==> config.mk <==
export PLATFORM = sky130hd
export DESIGN_NAME = instruction_encoder_flat
export DESIGN_NICKNAME = d
export VERILOG_FILES = /design/src/rtl/riscv_pkg.sv /design/src/rtl/instruction_encoder_if.sv /design/src/rtl/instruction_encoder_imm_packer.sv /design/src/rtl/instruction_encoder.sv /design/src/flat_wrapper.sv
export SDC_FILE = /design/constraint.sdc
export NUM_CORES = 1
export LEC_CHECK = 0
export ABC_AREA = 1
export BUFFER_PORTS_ARGS = -buffer_cell sky130_fd_sc_hd__clkbuf_2
export CAP_MARGIN = 30
export CORE_ASPECT_RATIO = 1.75
export CORE_MARGIN = 2
export CORE_UTILIZATION = 55
export CTS_CLUSTER_SIZE = 24
export DETAILED_ROUTE_END_ITERATION = 7
export PLACE_DENSITY = 0.81
export SLEW_MARGIN = 40
export SYNTH_ARGS = -nofsm -noshare
export SYNTH_HDL_FRONTEND = slang
export SYNTH_SLANG_ARGS = --single-unit
==> constraint.sdc <==
create_clock -name clk -period 2.1 [get_ports clk]
set_input_delay 0.21 -clock clk [delete_from_list [all_inputs] [get_ports clk]]
set_output_delay 0.21 -clock clk [all_outputs]
set_load 0.01 [all_outputs]
==> src/rtl/riscv_pkg.sv <==
// riscv_pkg
// Shared RV64 definitions for the instruction encoder slice: the opcode
// constants that pick a non-I immediate format, the immediate format enum,
// and the opcode-to-format lookup that mirrors the datapath decoder.
//
// Optional feature macro: INSTRUCTION_ENCODER_UJ_EN
//   defined   -> LUI/AUIPC map to U format and JAL maps to J format.
//   undefined -> those opcodes fall back to I format, matching the current decoder.
package riscv_pkg;

  localparam int XLEN_DEFAULT = 64;

  localparam logic [6:0] OPC_STORE  = 7'b0100011;
  localparam logic [6:0] OPC_BRANCH = 7'b1100011;
  localparam logic [6:0] OPC_LUI    = 7'b0110111;
  localparam logic [6:0] OPC_AUIPC  = 7'b0010111;
  localparam logic [6:0] OPC_JAL    = 7'b1101111;

  typedef enum logic [2:0] {
    FMT_I,
    FMT_S,
    FMT_B,
    FMT_U,
    FMT_J
  } imm_fmt_t;

  // Every opcode not explicitly listed is treated as I format, so the
  // decoder and encoder agree even on opcodes neither really supports.
  function automatic imm_fmt_t opcode_fmt(input logic [6:0] opcode);
    imm_fmt_t fmt;
    case (opcode)
      OPC_STORE:  fmt = FMT_S;
      OPC_BRANCH: fmt = FMT_B;
`ifdef INSTRUCTION_ENCODER_UJ_EN
      OPC_LUI,
      OPC_AUIPC:  fmt = FMT_U;
      OPC_JAL:    fmt = FMT_J;
`endif
      default:    fmt = FMT_I;
    endcase
    return fmt;
  endfunction

endpackage

==> src/rtl/instruction_encoder_if.sv <==
// instruction_encoder_if
// Request/response bundle of the instruction encoder.
//   request : in_valid/in_ready handshake plus opcode, rd, funct3, rs1, rs2, imm
//   response: out_valid/out_ready handshake plus encoded word and its address
//   errors  : err_pulse (one cycle per rejected input), err_count (saturating)
// Modports:
//   master - the producer of requests / consumer of encoded words
//   slave  - the encoder itself
interface instruction_encoder_if #(
  parameter int XLEN      = riscv_pkg::XLEN_DEFAULT,
  parameter int ERR_CNT_W = 8
);

  logic                 in_valid;
  logic                 in_ready;
  logic [6:0]           in_opcode;
  logic [4:0]           in_rd;
  logic [2:0]           in_funct3;
  logic [4:0]           in_rs1;
  logic [4:0]           in_rs2;
  logic [XLEN-1:0]      in_imm;

  logic                 out_valid;
  logic                 out_ready;
  logic [31:0]          out_instr;
  logic [XLEN-1:0]      out_addr;

  logic                 err_pulse;
  logic [ERR_CNT_W-1:0] err_count;

  modport master (
    output in_valid, in_opcode, in_rd, in_funct3, in_rs1, in_rs2, in_imm,
    output out_ready,
    input  in_ready,
    input  out_valid, out_instr, out_addr,
    input  err_pulse, err_count
  );

  modport slave (
    input  in_valid, in_opcode, in_rd, in_funct3, in_rs1, in_rs2, in_imm,
    input  out_ready,
    output in_ready,
    output out_valid, out_instr, out_addr,
    output err_pulse, err_count
  );

endinterface

==> src/rtl/instruction_encoder_imm_packer.sv <==
// imm_packer
// Purely combinational packing of opcode, register fields and a sign-extended
// immediate into a 32-bit instruction word, plus a legality flag that says
// whether the immediate is representable in the selected format.
// Ports:
//   opcode, rd, funct3, rs1, rs2, imm : instruction fields
//   instr                             : packed 32-bit word
//   legal                             : immediate fits the format
// Optional feature macro: INSTRUCTION_ENCODER_UJ_EN (U/J formats, see riscv_pkg).
module imm_packer
  import riscv_pkg::*;
#(
  parameter int XLEN = XLEN_DEFAULT
) (
  input  logic [6:0]      opcode,
  input  logic [4:0]      rd,
  input  logic [2:0]      funct3,
  input  logic [4:0]      rs1,
  input  logic [4:0]      rs2,
  input  logic [XLEN-1:0] imm,
  output logic [31:0]     instr,
  output logic            legal
);

  imm_fmt_t fmt;

  // True when value[XLEN-1:lsb] are all copies of the same bit, i.e. the
  // immediate survives truncation to a signed field whose sign bit is lsb.
  function automatic logic fits_signed(input logic [XLEN-1:0] value, input int unsigned lsb);
    logic signed [XLEN-1:0] shifted;
    shifted = $signed(value) >>> lsb;
    return (shifted == '0) || (&shifted);
  endfunction

  assign fmt = opcode_fmt(opcode);

  // Bit placement is the exact inverse of the datapath immediate decoder.
  // B and J immediates are halfword offsets, so bit 0 must be clear.
  always_comb begin
    instr = '0;
    legal = 1'b0;
    case (fmt)
      FMT_S: begin
        instr = {imm[11:5], rs2, rs1, funct3, imm[4:0], opcode};
        legal = fits_signed(imm, 11);
      end
      FMT_B: begin
        instr = {imm[12], imm[10:5], rs2, rs1, funct3, imm[4:1], imm[11], opcode};
        legal = fits_signed(imm, 12) && !imm[0];
      end
      FMT_U: begin
        instr = {imm[31:12], rd, opcode};
        legal = fits_signed(imm, 31) && (imm[11:0] == 12'd0);
      end
      FMT_J: begin
        instr = {imm[20], imm[10:1], imm[11], imm[19:12], rd, opcode};
        legal = fits_signed(imm, 20) && !imm[0];
      end
      default: begin
        instr = {imm[11:0], rs1, funct3, rd, opcode};
        legal = fits_signed(imm, 11);
      end
    endcase
  end

endmodule

==> src/rtl/instruction_encoder.sv <==
// instruction_encoder
// Streaming RV64 instruction encoder used by the program loader: accepts one
// field bundle per handshake, emits the encoded word one cycle later together
// with a sequential address, and rejects (and counts) immediates that do not
// fit the selected format.
// Ports:
//   clk   : clock, all state changes on the rising edge
//   rst_n : asynchronous active-low reset
//   clear : synchronous flush, drops any pending word and restarts addressing
//   bus   : instruction_encoder_if.slave (request, response and error signals)
// Parameters:
//   XLEN      : immediate and address width
//   BASE_ADDR : address of the first word after reset/clear (multiple of 4)
//   ERR_CNT_W : width of the saturating reject counter
// Optional feature macro: INSTRUCTION_ENCODER_UJ_EN (U/J formats, see riscv_pkg).
module instruction_encoder
  import riscv_pkg::*;
#(
  parameter int              XLEN      = XLEN_DEFAULT,
  parameter logic [XLEN-1:0] BASE_ADDR = '0,
  parameter int              ERR_CNT_W = 8
) (
  input logic                  clk,
  input logic                  rst_n,
  input logic                  clear,
  instruction_encoder_if.slave bus
);

  localparam logic [XLEN-1:0] ADDR_STEP = XLEN'(4);

  logic                 out_valid_q;
  logic [31:0]          out_instr_q;
  logic [XLEN-1:0]      out_addr_q;
  logic [XLEN-1:0]      next_addr_q;
  logic                 err_pulse_q;
  logic [ERR_CNT_W-1:0] err_count_q;

  logic [31:0]          packed_instr;
  logic                 packed_legal;
  logic                 accept;

  imm_packer #(
    .XLEN (XLEN)
  ) u_packer (
    .opcode (bus.in_opcode),
    .rd     (bus.in_rd),
    .funct3 (bus.in_funct3),
    .rs1    (bus.in_rs1),
    .rs2    (bus.in_rs2),
    .imm    (bus.in_imm),
    .instr  (packed_instr),
    .legal  (packed_legal)
  );

  // The single output register is free when empty or being drained this
  // cycle; clear blocks acceptance so a flushed cycle never leaks a word.
  assign bus.in_ready = !clear && (!out_valid_q || bus.out_ready);
  assign accept       = bus.in_valid && bus.in_ready;

  // Output register and address counter. A legal accept loads the word at
  // the current next-address; an illegal accept completes the handshake but
  // loads nothing, so out_valid falls if the held word is drained meanwhile.
  // Instr/addr keep their last values once the word has been consumed.
  always_ff @(posedge clk or negedge rst_n) begin
    if (!rst_n) begin
      out_valid_q <= 1'b0;
      out_instr_q <= '0;
      out_addr_q  <= '0;
      next_addr_q <= BASE_ADDR;
    end else if (clear) begin
      out_valid_q <= 1'b0;
      next_addr_q <= BASE_ADDR;
    end else if (accept && packed_legal) begin
      out_valid_q <= 1'b1;
      out_instr_q <= packed_instr;
      out_addr_q  <= next_addr_q;
      next_addr_q <= next_addr_q + ADDR_STEP;
    end else if (bus.out_ready) begin
      out_valid_q <= 1'b0;
    end
  end

  // Reject reporting: a one-cycle pulse per rejected input and a counter
  // that sticks at all-ones rather than wrapping back to a small value.
  always_ff @(posedge clk or negedge rst_n) begin
    if (!rst_n) begin
      err_pulse_q <= 1'b0;
      err_count_q <= '0;
    end else if (clear) begin
      err_pulse_q <= 1'b0;
      err_count_q <= '0;
    end else begin
      err_pulse_q <= accept && !packed_legal;
      if (accept && !packed_legal && (err_count_q != {ERR_CNT_W{1'b1}})) begin
        err_count_q <= err_count_q + 1'b1;
      end
    end
  end

  assign bus.out_valid = out_valid_q;
  assign bus.out_instr = out_instr_q;
  assign bus.out_addr  = out_addr_q;
  assign bus.err_pulse = err_pulse_q;
  assign bus.err_count = err_count_q;

endmodule

==> src/flat_wrapper.sv <==
// flat-port wrapper written by rule: the top's interface ports become plain ports
module instruction_encoder_flat import riscv_pkg::*;
#(
  parameter int              XLEN      = XLEN_DEFAULT,
  parameter logic [XLEN-1:0] BASE_ADDR = '0,
  parameter int              ERR_CNT_W = 8
)
  (clk, rst_n, clear, bus_in_valid, bus_in_opcode, bus_in_rd, bus_in_funct3, bus_in_rs1, bus_in_rs2, bus_in_imm, bus_out_ready, bus_in_ready, bus_out_valid, bus_out_instr, bus_out_addr, bus_err_pulse, bus_err_count);
  instruction_encoder_if #(.XLEN(XLEN), .ERR_CNT_W(ERR_CNT_W)) bus_i ();
  input logic clk;
  input logic rst_n;
  input logic clear;
  input wire logic [$bits(bus_i.in_valid)-1:0] bus_in_valid;
  input wire logic [$bits(bus_i.in_opcode)-1:0] bus_in_opcode;
  input wire logic [$bits(bus_i.in_rd)-1:0] bus_in_rd;
  input wire logic [$bits(bus_i.in_funct3)-1:0] bus_in_funct3;
  input wire logic [$bits(bus_i.in_rs1)-1:0] bus_in_rs1;
  input wire logic [$bits(bus_i.in_rs2)-1:0] bus_in_rs2;
  input wire logic [$bits(bus_i.in_imm)-1:0] bus_in_imm;
  input wire logic [$bits(bus_i.out_ready)-1:0] bus_out_ready;
  output wire logic [$bits(bus_i.in_ready)-1:0] bus_in_ready;
  output wire logic [$bits(bus_i.out_valid)-1:0] bus_out_valid;
  output wire logic [$bits(bus_i.out_instr)-1:0] bus_out_instr;
  output wire logic [$bits(bus_i.out_addr)-1:0] bus_out_addr;
  output wire logic [$bits(bus_i.err_pulse)-1:0] bus_err_pulse;
  output wire logic [$bits(bus_i.err_count)-1:0] bus_err_count;
  assign bus_i.in_valid = bus_in_valid;
  assign bus_i.in_opcode = bus_in_opcode;
  assign bus_i.in_rd = bus_in_rd;
  assign bus_i.in_funct3 = bus_in_funct3;
  assign bus_i.in_rs1 = bus_in_rs1;
  assign bus_i.in_rs2 = bus_in_rs2;
  assign bus_i.in_imm = bus_in_imm;
  assign bus_i.out_ready = bus_out_ready;
  assign bus_in_ready = bus_i.in_ready;
  assign bus_out_valid = bus_i.out_valid;
  assign bus_out_instr = bus_i.out_instr;
  assign bus_out_addr = bus_i.out_addr;
  assign bus_err_pulse = bus_i.err_pulse;
  assign bus_err_count = bus_i.err_count;
  instruction_encoder #(.XLEN(XLEN), .BASE_ADDR(BASE_ADDR), .ERR_CNT_W(ERR_CNT_W)) u_core (.clk(clk), .rst_n(rst_n), .clear(clear), .bus(bus_i));
endmodule
* After elaboration in Yosys (flattened, before gate mapping)
Index checks and enable logic that the tools add are counted.
Widths: inputs -> output; s select.
** Word-level totals
- Latch bits :: 0
- Memory bits (read-only) :: 0
- Word-level logic and storage cells :: 57
- Output and inout bits :: 107
- Input port bits :: 94
- Memories kept :: 0
- Bits in registers :: 170
- RAM bits :: 0
** Cells by class
- Multipliers :: 0
- Shifts and indexed selects :: 0
- Bitwise logic cells :: 1
- Eq/ne operators :: 7
- Mux-type cells :: 11
- $lt $le $gt $ge :: 0
- Divide/modulo/power cells :: 0
- $add $sub $neg :: 2
- Reduce and logical (&&, ||, !) cells :: 30
** Operators with widths (number)
- $logic_not 64->1 :: 4
- $mux 64 :: 2
- $pmux 32 s4 :: 1
- $add 64x3->64 const B :: 1
- $reduce_and 53->1 :: 1
- $reduce_and 52->1 :: 1
- $reduce_and 44->1 :: 1
- $reduce_and 33->1 :: 1
- $mux 8 :: 2
- $logic_not 12->1 :: 1
- $add 8x1->8 const B :: 1
- $logic_and 1x1->1 :: 8
- $ne 8x8->1 const B :: 1
- $eq 7x6->1 const B :: 1
- $eq 7x7->1 const B :: 1
- $logic_or 1x1->1 :: 5
- $eq 2x2->1 const B :: 2
- $logic_not 1->1 :: 4
- $mux 1 :: 4
- $pmux 2 s2 :: 1
- $reduce_bool 2->1 :: 2
- $eq 2x3->1 const B :: 1
- $pmux 1 s3 :: 1
- $reduce_bool 3->1 :: 1
- 3 further kinds :: 3

* Logic depth before layout (Yosys ltp)
Gate-level depths: netlist (run 1).
- Word-level depth :: 9
- Mapped depth :: 16
- Depth with buffers taken out :: 14

* Modules after synthesis
From an unflattened synthesis (run 1), not the netlist that was laid out.
** Unflattened totals
- Cells, all modules :: 1291
- Area, all modules :: 8974.9 µm²
** Modules (own cells, without submodules)
- instruction_encoder :: instances 1, cells an instance 1055, area an instance 7988.9 µm², sequential area each 4154.0 µm²
- imm_packer :: instances 1, cells an instance 236, area an instance 985.9 µm², sequential area each 0.0 µm²

* Least setup slack after synthesis (run 1)
Ideal clock, no wire load.
- Kind :: reg2reg
- Start point :: register u_core.next_addr_q[2]
- End point :: register u_core.next_addr_q[58]
- Buffers on the path :: 0
- Cell stages (with the launch flop) :: 12
- Data required time :: 1.973 ns
- Data arrival time :: 1.668 ns
- Slack :: 0.305 ns
- Library setup time :: 0.127 ns
- Period minus slack after synthesis :: 1.795 ns
- Cells stage by stage :: dfrtp_1 -> ha_1 -> inv_1 -> nor2_2 -> nand2_1 -> inv_1 -> nand2_1 -> nor2_1 -> xor2_1 -> nor2_1 -> nand2_1 -> o21ai_0
** On the way
- Cells in the longest elaborated chain, start to end :: 3
** RTL lines
- start, declared :: RTL line instruction_encoder.sv:34 : logic [XLEN-1:0] next_addr_q;
- start signal, assigned :: RTL line instruction_encoder.sv:77 : next_addr_q <= next_addr_q + ADDR_STEP;
- $add 64x3->64 :: RTL line instruction_encoder.sv:77
- $mux 64 :: RTL line instruction_encoder.sv:73 : end else if (accept && packed_legal) begin
- $mux 64 :: RTL line instruction_encoder.sv:70 : end else if (clear) begin
Every way passes these cells. The select of a mux whose other input is x is not followed.
A chain may end at the register's enable or synchronous reset.

* Worst setup path after layout (run 1)
- Start point :: register u_core.next_addr_q[24]
- End point :: register u_core.next_addr_q[43]
Same word-level chain as after synthesis.

==> results.yml, run 1 <==
sta:
  max_slew_margin_pct: 60.8
  slew_viol_final: 0
  setup_violations: 0
  fin_crit_ps: 1990
  period_share_pct: 94.8
  whs_ps: 45.3
  rsz0062_at_grt: "yes"
  timing.final.ws_setup_ps: 109
  clock.fmax_mhz: 502
  hold_viol_final: 0
  setup_tns_ps: 0
  tightest_slew_ps: 586
  fin_skew_ps: 14.4
detailed_routing:
  wl_per_cell_um: 15.7
  detail_route.iter0.violations: 665
  route.detailed.drc: 0
  firstDrtPassIters: 4
  ant_nets: 0
  dr_total_vias: 9023
  drt_wl_total_um: 27200
  via_per_inst: 5.20
clock_tree:
  htree_levels: 4
  clock_latency_ps: 440
  cts.sinks: 166
  cts_buffer_depth: 2
  cts_tree: "yes"
  path_clk_slew_ps: 80
  root_buffer: "clkbuf_16"
  cts_buffers: 17
power:
  p_leak_nw: 5.42
  ir_worst_vdd_uv: 405
  finalPower_mw: 6.78
  power_density_nw_per_um2: 599
worst_hold_path:
  hp-class: "input pin to flip-flop"
  hp-start: "bus_in_opcode[5]"
logic_synthesis:
  syn_area_um2: 9150
  synth_seq_cells: 166
  post_synth_inst_count: 1274
  synth_compound_area_share_pct: 6.56
  synth_edf_count: 0
  synth-xor-area-share_pct: 6.13
  yosys.area_share.simple_pct: 34.2
  synthArstFlopShare_pct: 100
  synth_cell_type_count: 28
  seq_area_frac_synth_pct: 45.4
  synthAdderAreaFrac_pct: 0.274
  synth_top_flop_cell: "dfrtp_1"
  synth_area_per_cell_um2: 7.18
  synth_top_family_by_area: "simple AND/OR/NAND/NOR gates"
  ys_warn_count: 0
  muxShareOfSynthArea_pct: 0
placement:
  io_buffers: 198
  placed_area_um2: 10500
  dp_cells: 1682
  pre_cts_ws_ps: 94.9
  dp_hpwl_um: 20100
  gp_congestion: 0.984
setup_path:
  reg2reg_depth: 9
  path_max_fanout: 4
  reg2reg_slack_ps: 110
  critPathRequiredTime_ps: 2410
  r2r_start: "u_core.next_addr_q[24]$_DFFE_PN0P_"
  worstSetupEndpoint: "u_core.next_addr_q[43]$_DFFE_PN0P_"
  path_class: "flip-flop to flip-flop"
  cp_data_arrival_time_ps: 2310
  crit_path_start: "u_core.next_addr_q[24]$_DFFE_PN0P_"
  endpoint_kind: "flip-flop"
  r2r_end: "u_core.next_addr_q[43]$_DFFE_PN0P_"
  critPathLaunchType: "flip-flop"
run:
  maxCapViolCount: 0
final_layout:
  drive_gt1_share_pct: 18.3
  layout_commonest_cell: "nand2_1"
  syn2layout_area_growth_pct: 23.8
  nFillCells: 1411
  diodes: 0
  fin_util_pct: 69.2
  layout_common_cells: "nand2_1 (433), nor2_1 (198), clkbuf_2 (197), dfrtp_1 (165), inv_1 (103)"
  final_design_area_no_fill_um2: 11300
  finalNonFillerCells: 1734
  fin_nets: 1593
global_routing:
  grt_pass1_vias: 8953
  grt_max_degree: 63
  globalRouteTotalUtil_pct: 31.3
  antenna_found_initial: 0
  grt_pass1_wl_um: 43200
  grt.overflow.total: 0
die:
  dieArea_um2: 17700
  core_region_area_um2: 16400
  num_io_pins: 201
  initial_core_util_pct: 55.9
  rows: 62
  die_h_um: 175
  die_w_um: 101
outcome:
  status: "finished, final reports clean"
[critical path, stage by stage (launching register included)]
cell and delay (ps):
dfrtp_1 420, inv_1 130, nor3_2 320, nand2_1 140, nor2_1 230, nand3_1 230
xor2_1 180, nor2_1 60, nand2_1 90, o21ai_0 70
[flip-flops by register name, summed over array words and instances (netlist names)]
signal / flops
u_core.bus.err_count: 8
u_core.bus.err_pulse: 1
u_core.bus.out_addr: 62
u_core.bus.out_instr: 32
u_core.bus.out_valid: 1
u_core.next_addr_q: 62
[where the power goes]
part | internal (mW) | switching, mW | total [mW]
sequential | 3.20 | 0.00444 | 3.20
combinational | 0.150 | 0.246 | 0.397
clock | 1.62 | 1.56 | 3.18
total | 4.97 | 1.81 | 6.78
[cells in the mapped netlist, types with 2 or more instances]
master	n	area share, %
dfrtp_1	166	45
nand3_1	68	3.7
nand2_1	433	18
nor2_2	3	0.21
buf_4	2	0.16
nor3_1	31	1.7
nand4_1	28	1.9
nand2_4	2	0.25
buf_6	10	1.2
o21ai_1	53	2.9
inv_1	103	4.2
nor2_1	200	8.2
clkbuf_1	12	0.49
ha_1	2	0.27
xnor2_1	3	0.29
o21ai_0	66	3.6
xor2_1	61	5.8
buf_2	21	1.1
[worst min path at each step]
stage,endpoint,slack (ps),cells past startpoint
floorplan,u_core.bus.err_count[0]$_DFFE_PN0P_,-90,0
global placement,u_core.bus.out_instr[29]$_DFFE_PN0P_,60,1
detailed placement,u_core.bus.out_instr[29]$_DFFE_PN0P_,60,1
CTS,u_core.bus.out_instr[3]$_DFFE_PN0P_,20,3
global route,u_core.bus.out_instr[3]$_DFFE_PN0P_,60,3
finish,u_core.bus.out_instr[5]$_DFFE_PN0P_,50,3
[layout make-up]
cell class                 instances  area (um2)  share of cell area [%]
tap                              224         280                    2.47
multi-input combinational        958        4350                    38.4
inverter                         105         394                    3.48
timing repair buffer             249        1540                    13.6
clock buffer                      17         425                    3.76
sequential                       166        4160                    36.7
clock inverter                    15         176                    1.56
[kinds of logic (layout without fill, tap and decap cells)]
logic type / after synthesis / in the layout
AND/OR/NAND/NOR: 770 / 770
flip-flops: 166 / 166
buffers and inverters: 151 / 386
AO/OA/AOI/OAI: 120 / 120
XOR/XNOR: 64 / 64
adder cells (fa/ha/maj): 2 / 2
other: 1 / 2
[repair_timing]
| item | in CTS | in global routing |
|---|---|---|
| hold buffers | 19 | 0 |
| buffers inserted | 0 | 0 |
| endpoints found under the setup margin | 0 | 24 |
| endpoints found under the hold margin | 149 | 0 |
| resized for setup | 0 | 8 |
[routing by layer]
layer  up-vias  track usage (%)  routed length (um)
met4         0             18.1                1500
li1       4456                -                   -
met2       297             56.1               14500
met5         -                0                   0
met1      4186             33.6                9990
met3        84             5.32                1190
(Power assumes the default switching activity.)
==> run 2, diff against run 1 <==
--- a/config.mk
+++ b/config.mk
@@ -8,12 +8,14 @@
 export ABC_AREA = 1
 export BUFFER_PORTS_ARGS = -buffer_cell sky130_fd_sc_hd__clkbuf_2
 export CAP_MARGIN = 30
+export CELL_PAD_IN_SITES_DETAIL_PLACEMENT = 0
+export CELL_PAD_IN_SITES_GLOBAL_PLACEMENT = 1
 export CORE_ASPECT_RATIO = 1.75
 export CORE_MARGIN = 2
-export CORE_UTILIZATION = 55
+export CORE_UTILIZATION = 39
 export CTS_CLUSTER_SIZE = 24
 export DETAILED_ROUTE_END_ITERATION = 7
-export PLACE_DENSITY = 0.81
+export PLACE_DENSITY_LB_ADDON = 0.1
 export SLEW_MARGIN = 40
 export SYNTH_ARGS = -nofsm -noshare
 export SYNTH_HDL_FRONTEND = slang
==> run 2 against run 1 <==
  * Clock skew decreased by 5.4 ps
  * Worst setup slack improved by 51 ps
  * Sequential share of layout area decreased by 0.83 points
  * Cell count increased by 5.8%
  * Core utilization decreased by 19 points
==> results.yml, run 2 (synthesis results as in run 1) <==
outcome:
  status: "finished, final reports clean"
global_routing:
  globalRouteTotalUtil_pct: 23.9
  grt_pass1_vias: 8710
  grt.overflow.total: 0
  antenna_found_initial: 0
  grt_pass1_wl_um: 44900
  grt_max_degree: 97
sta:
  timing.final.ws_setup_ps: 160
  period_share_pct: 92.4
  fin_crit_ps: 1940
  hold_viol_final: 0
  max_slew_margin_pct: 62.9
  setup_tns_ps: 0
  tightest_slew_ps: 556
  clock.fmax_mhz: 515
  fin_skew_ps: 8.96
  setup_violations: 0
  rsz0062_at_grt: "yes"
  slew_viol_final: 0
placement:
  dp_cells: 1781
  dp_hpwl_um: 22300
  pre_cts_ws_ps: 67.7
  placed_area_um2: 10700
  io_buffers: 198
  gp_congestion: 0.899
final_layout:
  final_design_area_no_fill_um2: 11600
  finalNonFillerCells: 1834
  fin_nets: 1613
  syn2layout_area_growth_pct: 26.7
  layout_common_cells: "nand2_1 (432), clkbuf_2 (197), nor2_1 (195), dfrtp_1 (165), inv_1 (102)"
  drive_gt1_share_pct: 19.7
  nFillCells: 2422
  diodes: 0
  layout_commonest_cell: "nand2_1"
clock_tree:
  cts.sinks: 166
  path_clk_slew_ps: 70
  cts_buffer_depth: 2
  cts_buffers: 17
  root_buffer: "clkbuf_16"
  cts_tree: "yes"
  htree_levels: 4
  clock_latency_ps: 450
setup_path:
  path_max_fanout: 4
  critPathRequiredTime_ps: 2430
  path_class: "flip-flop to flip-flop"
  endpoint_kind: "flip-flop"
  critPathLaunchType: "flip-flop"
  cp_data_arrival_time_ps: 2270
  reg2reg_depth: 9
die:
  initial_core_util_pct: 39.4
  rows: 74
  num_io_pins: 201
  dieArea_um2: 24700
  core_region_area_um2: 23200
  die_h_um: 207
  die_w_um: 120
power:
  finalPower_mw: 6.76
  power_density_nw_per_um2: 583
  p_leak_nw: 5.50
  ir_worst_vdd_uv: 500
detailed_routing:
  ant_nets: 0
  wl_per_cell_um: 15.9
  via_per_inst: 4.79
  dr_total_vias: 8777
  detail_route.iter0.violations: 477
  firstDrtPassIters: 5
  route.detailed.drc: 0
  drt_wl_total_um: 29100
worst_hold_path:
  hp-class: "input pin to flip-flop"
  min_path_cells: 3
run:
  maxCapViolCount: 0
[run 2: changes by cell type in the layout (fill, tap and decap cells not counted), moves of 3 or more]
cell and change:
nor2_2 +3, nor2_1 -3, clkinv_8 -4, inv_8 -5
buf_4 +19, clkinvlp_4 +5, inv_6 -3
[run 2: cell type report]
| cell class | count | area, um2 | area share, % |
|---|---|---|---|
| Multi-Input combinational cell | 958 | 4370 | 37.7 |
| Sequential cell | 166 | 4160 | 35.9 |
| Timing Repair Buffer | 269 | 1700 | 14.7 |
| Clock buffer | 19 | 443 | 3.82 |
| Inverter | 105 | 394 | 3.40 |
| Tap cell | 304 | 380 | 3.28 |
| Clock inverter | 13 | 149 | 1.28 |
[run 2: per-layer routing]
metal  up-vias  routed length [um]  share of wire (%)  global-route usage [%]
met4         0                1290                4.4                    12.5
met3        58                1040                3.6                    4.12
li1       4484                   -                  -                       -
met2       189               16000                 55                    45.4
met5         -                   0                  0                       0
met1      4046               10800                 37                    24.8
[run 2: final timing paths]
kind	endpoint	slack, ps	start
worst max-delay path	u_core.next_addr_q[60]$_DFFE_PN0P_	160	u_core.next_addr_q[23]$_DFFE_PN0P_
worst min-delay path	u_core.bus.out_instr[3]$_DFFE_PN0P_	40	bus_in_opcode[3]
worst max register to register	u_core.next_addr_q[60]$_DFFE_PN0P_	160	u_core.next_addr_q[23]$_DFFE_PN0P_
worst min register to register	u_core.bus.out_instr[29]$_DFFE_PN0P_	480	u_core.bus.out_instr[29]$_DFFE_PN0P_
max in group asynchronous	u_core.bus.out_instr[2]$_DFFE_PN0P_	1150	rst_n
min in group asynchronous	u_core.bus.out_instr[26]$_DFFE_PN0P_	200	rst_n
[run 2: metrics by stage]
step | hold slack, ps | utilization (%)
after global routing | 45.9 | 49.9
after detailed placement | 108 | 46.1
after floorplan | -85.6 | -
final | 37.4 | 49.9
after CTS | 7.26 | 49.5
after global placement | 109 | 46.1
[run 2: power breakdown]
part | leakage, nW | internal (mW) | switching [mW] | total (mW)
combinational | 2.91 | 0.144 | 0.242 | 0.386
sequential | 2.32 | 3.20 | 0.00418 | 3.20
clock | 0.274 | 1.79 | 1.37 | 3.17
[run 2: critical path, cell delays in order (launching register included)]
cell and delay, ps:
dfrtp_1 390, inv_1 120, nor3_1 250, buf_4 170, nand2_1 100, nor2_1 260, nand4_1 210, xor2_1 190
nand3_1 80, nand2_1 60
[run 2: timing repair]
item                       4_1_cts  5_1_grt
setup buffers                    0        0
hold buffers                    20        0
resized for setup                0       15
setup endpoints to repair        0       76
hold endpoints to repair       152        0
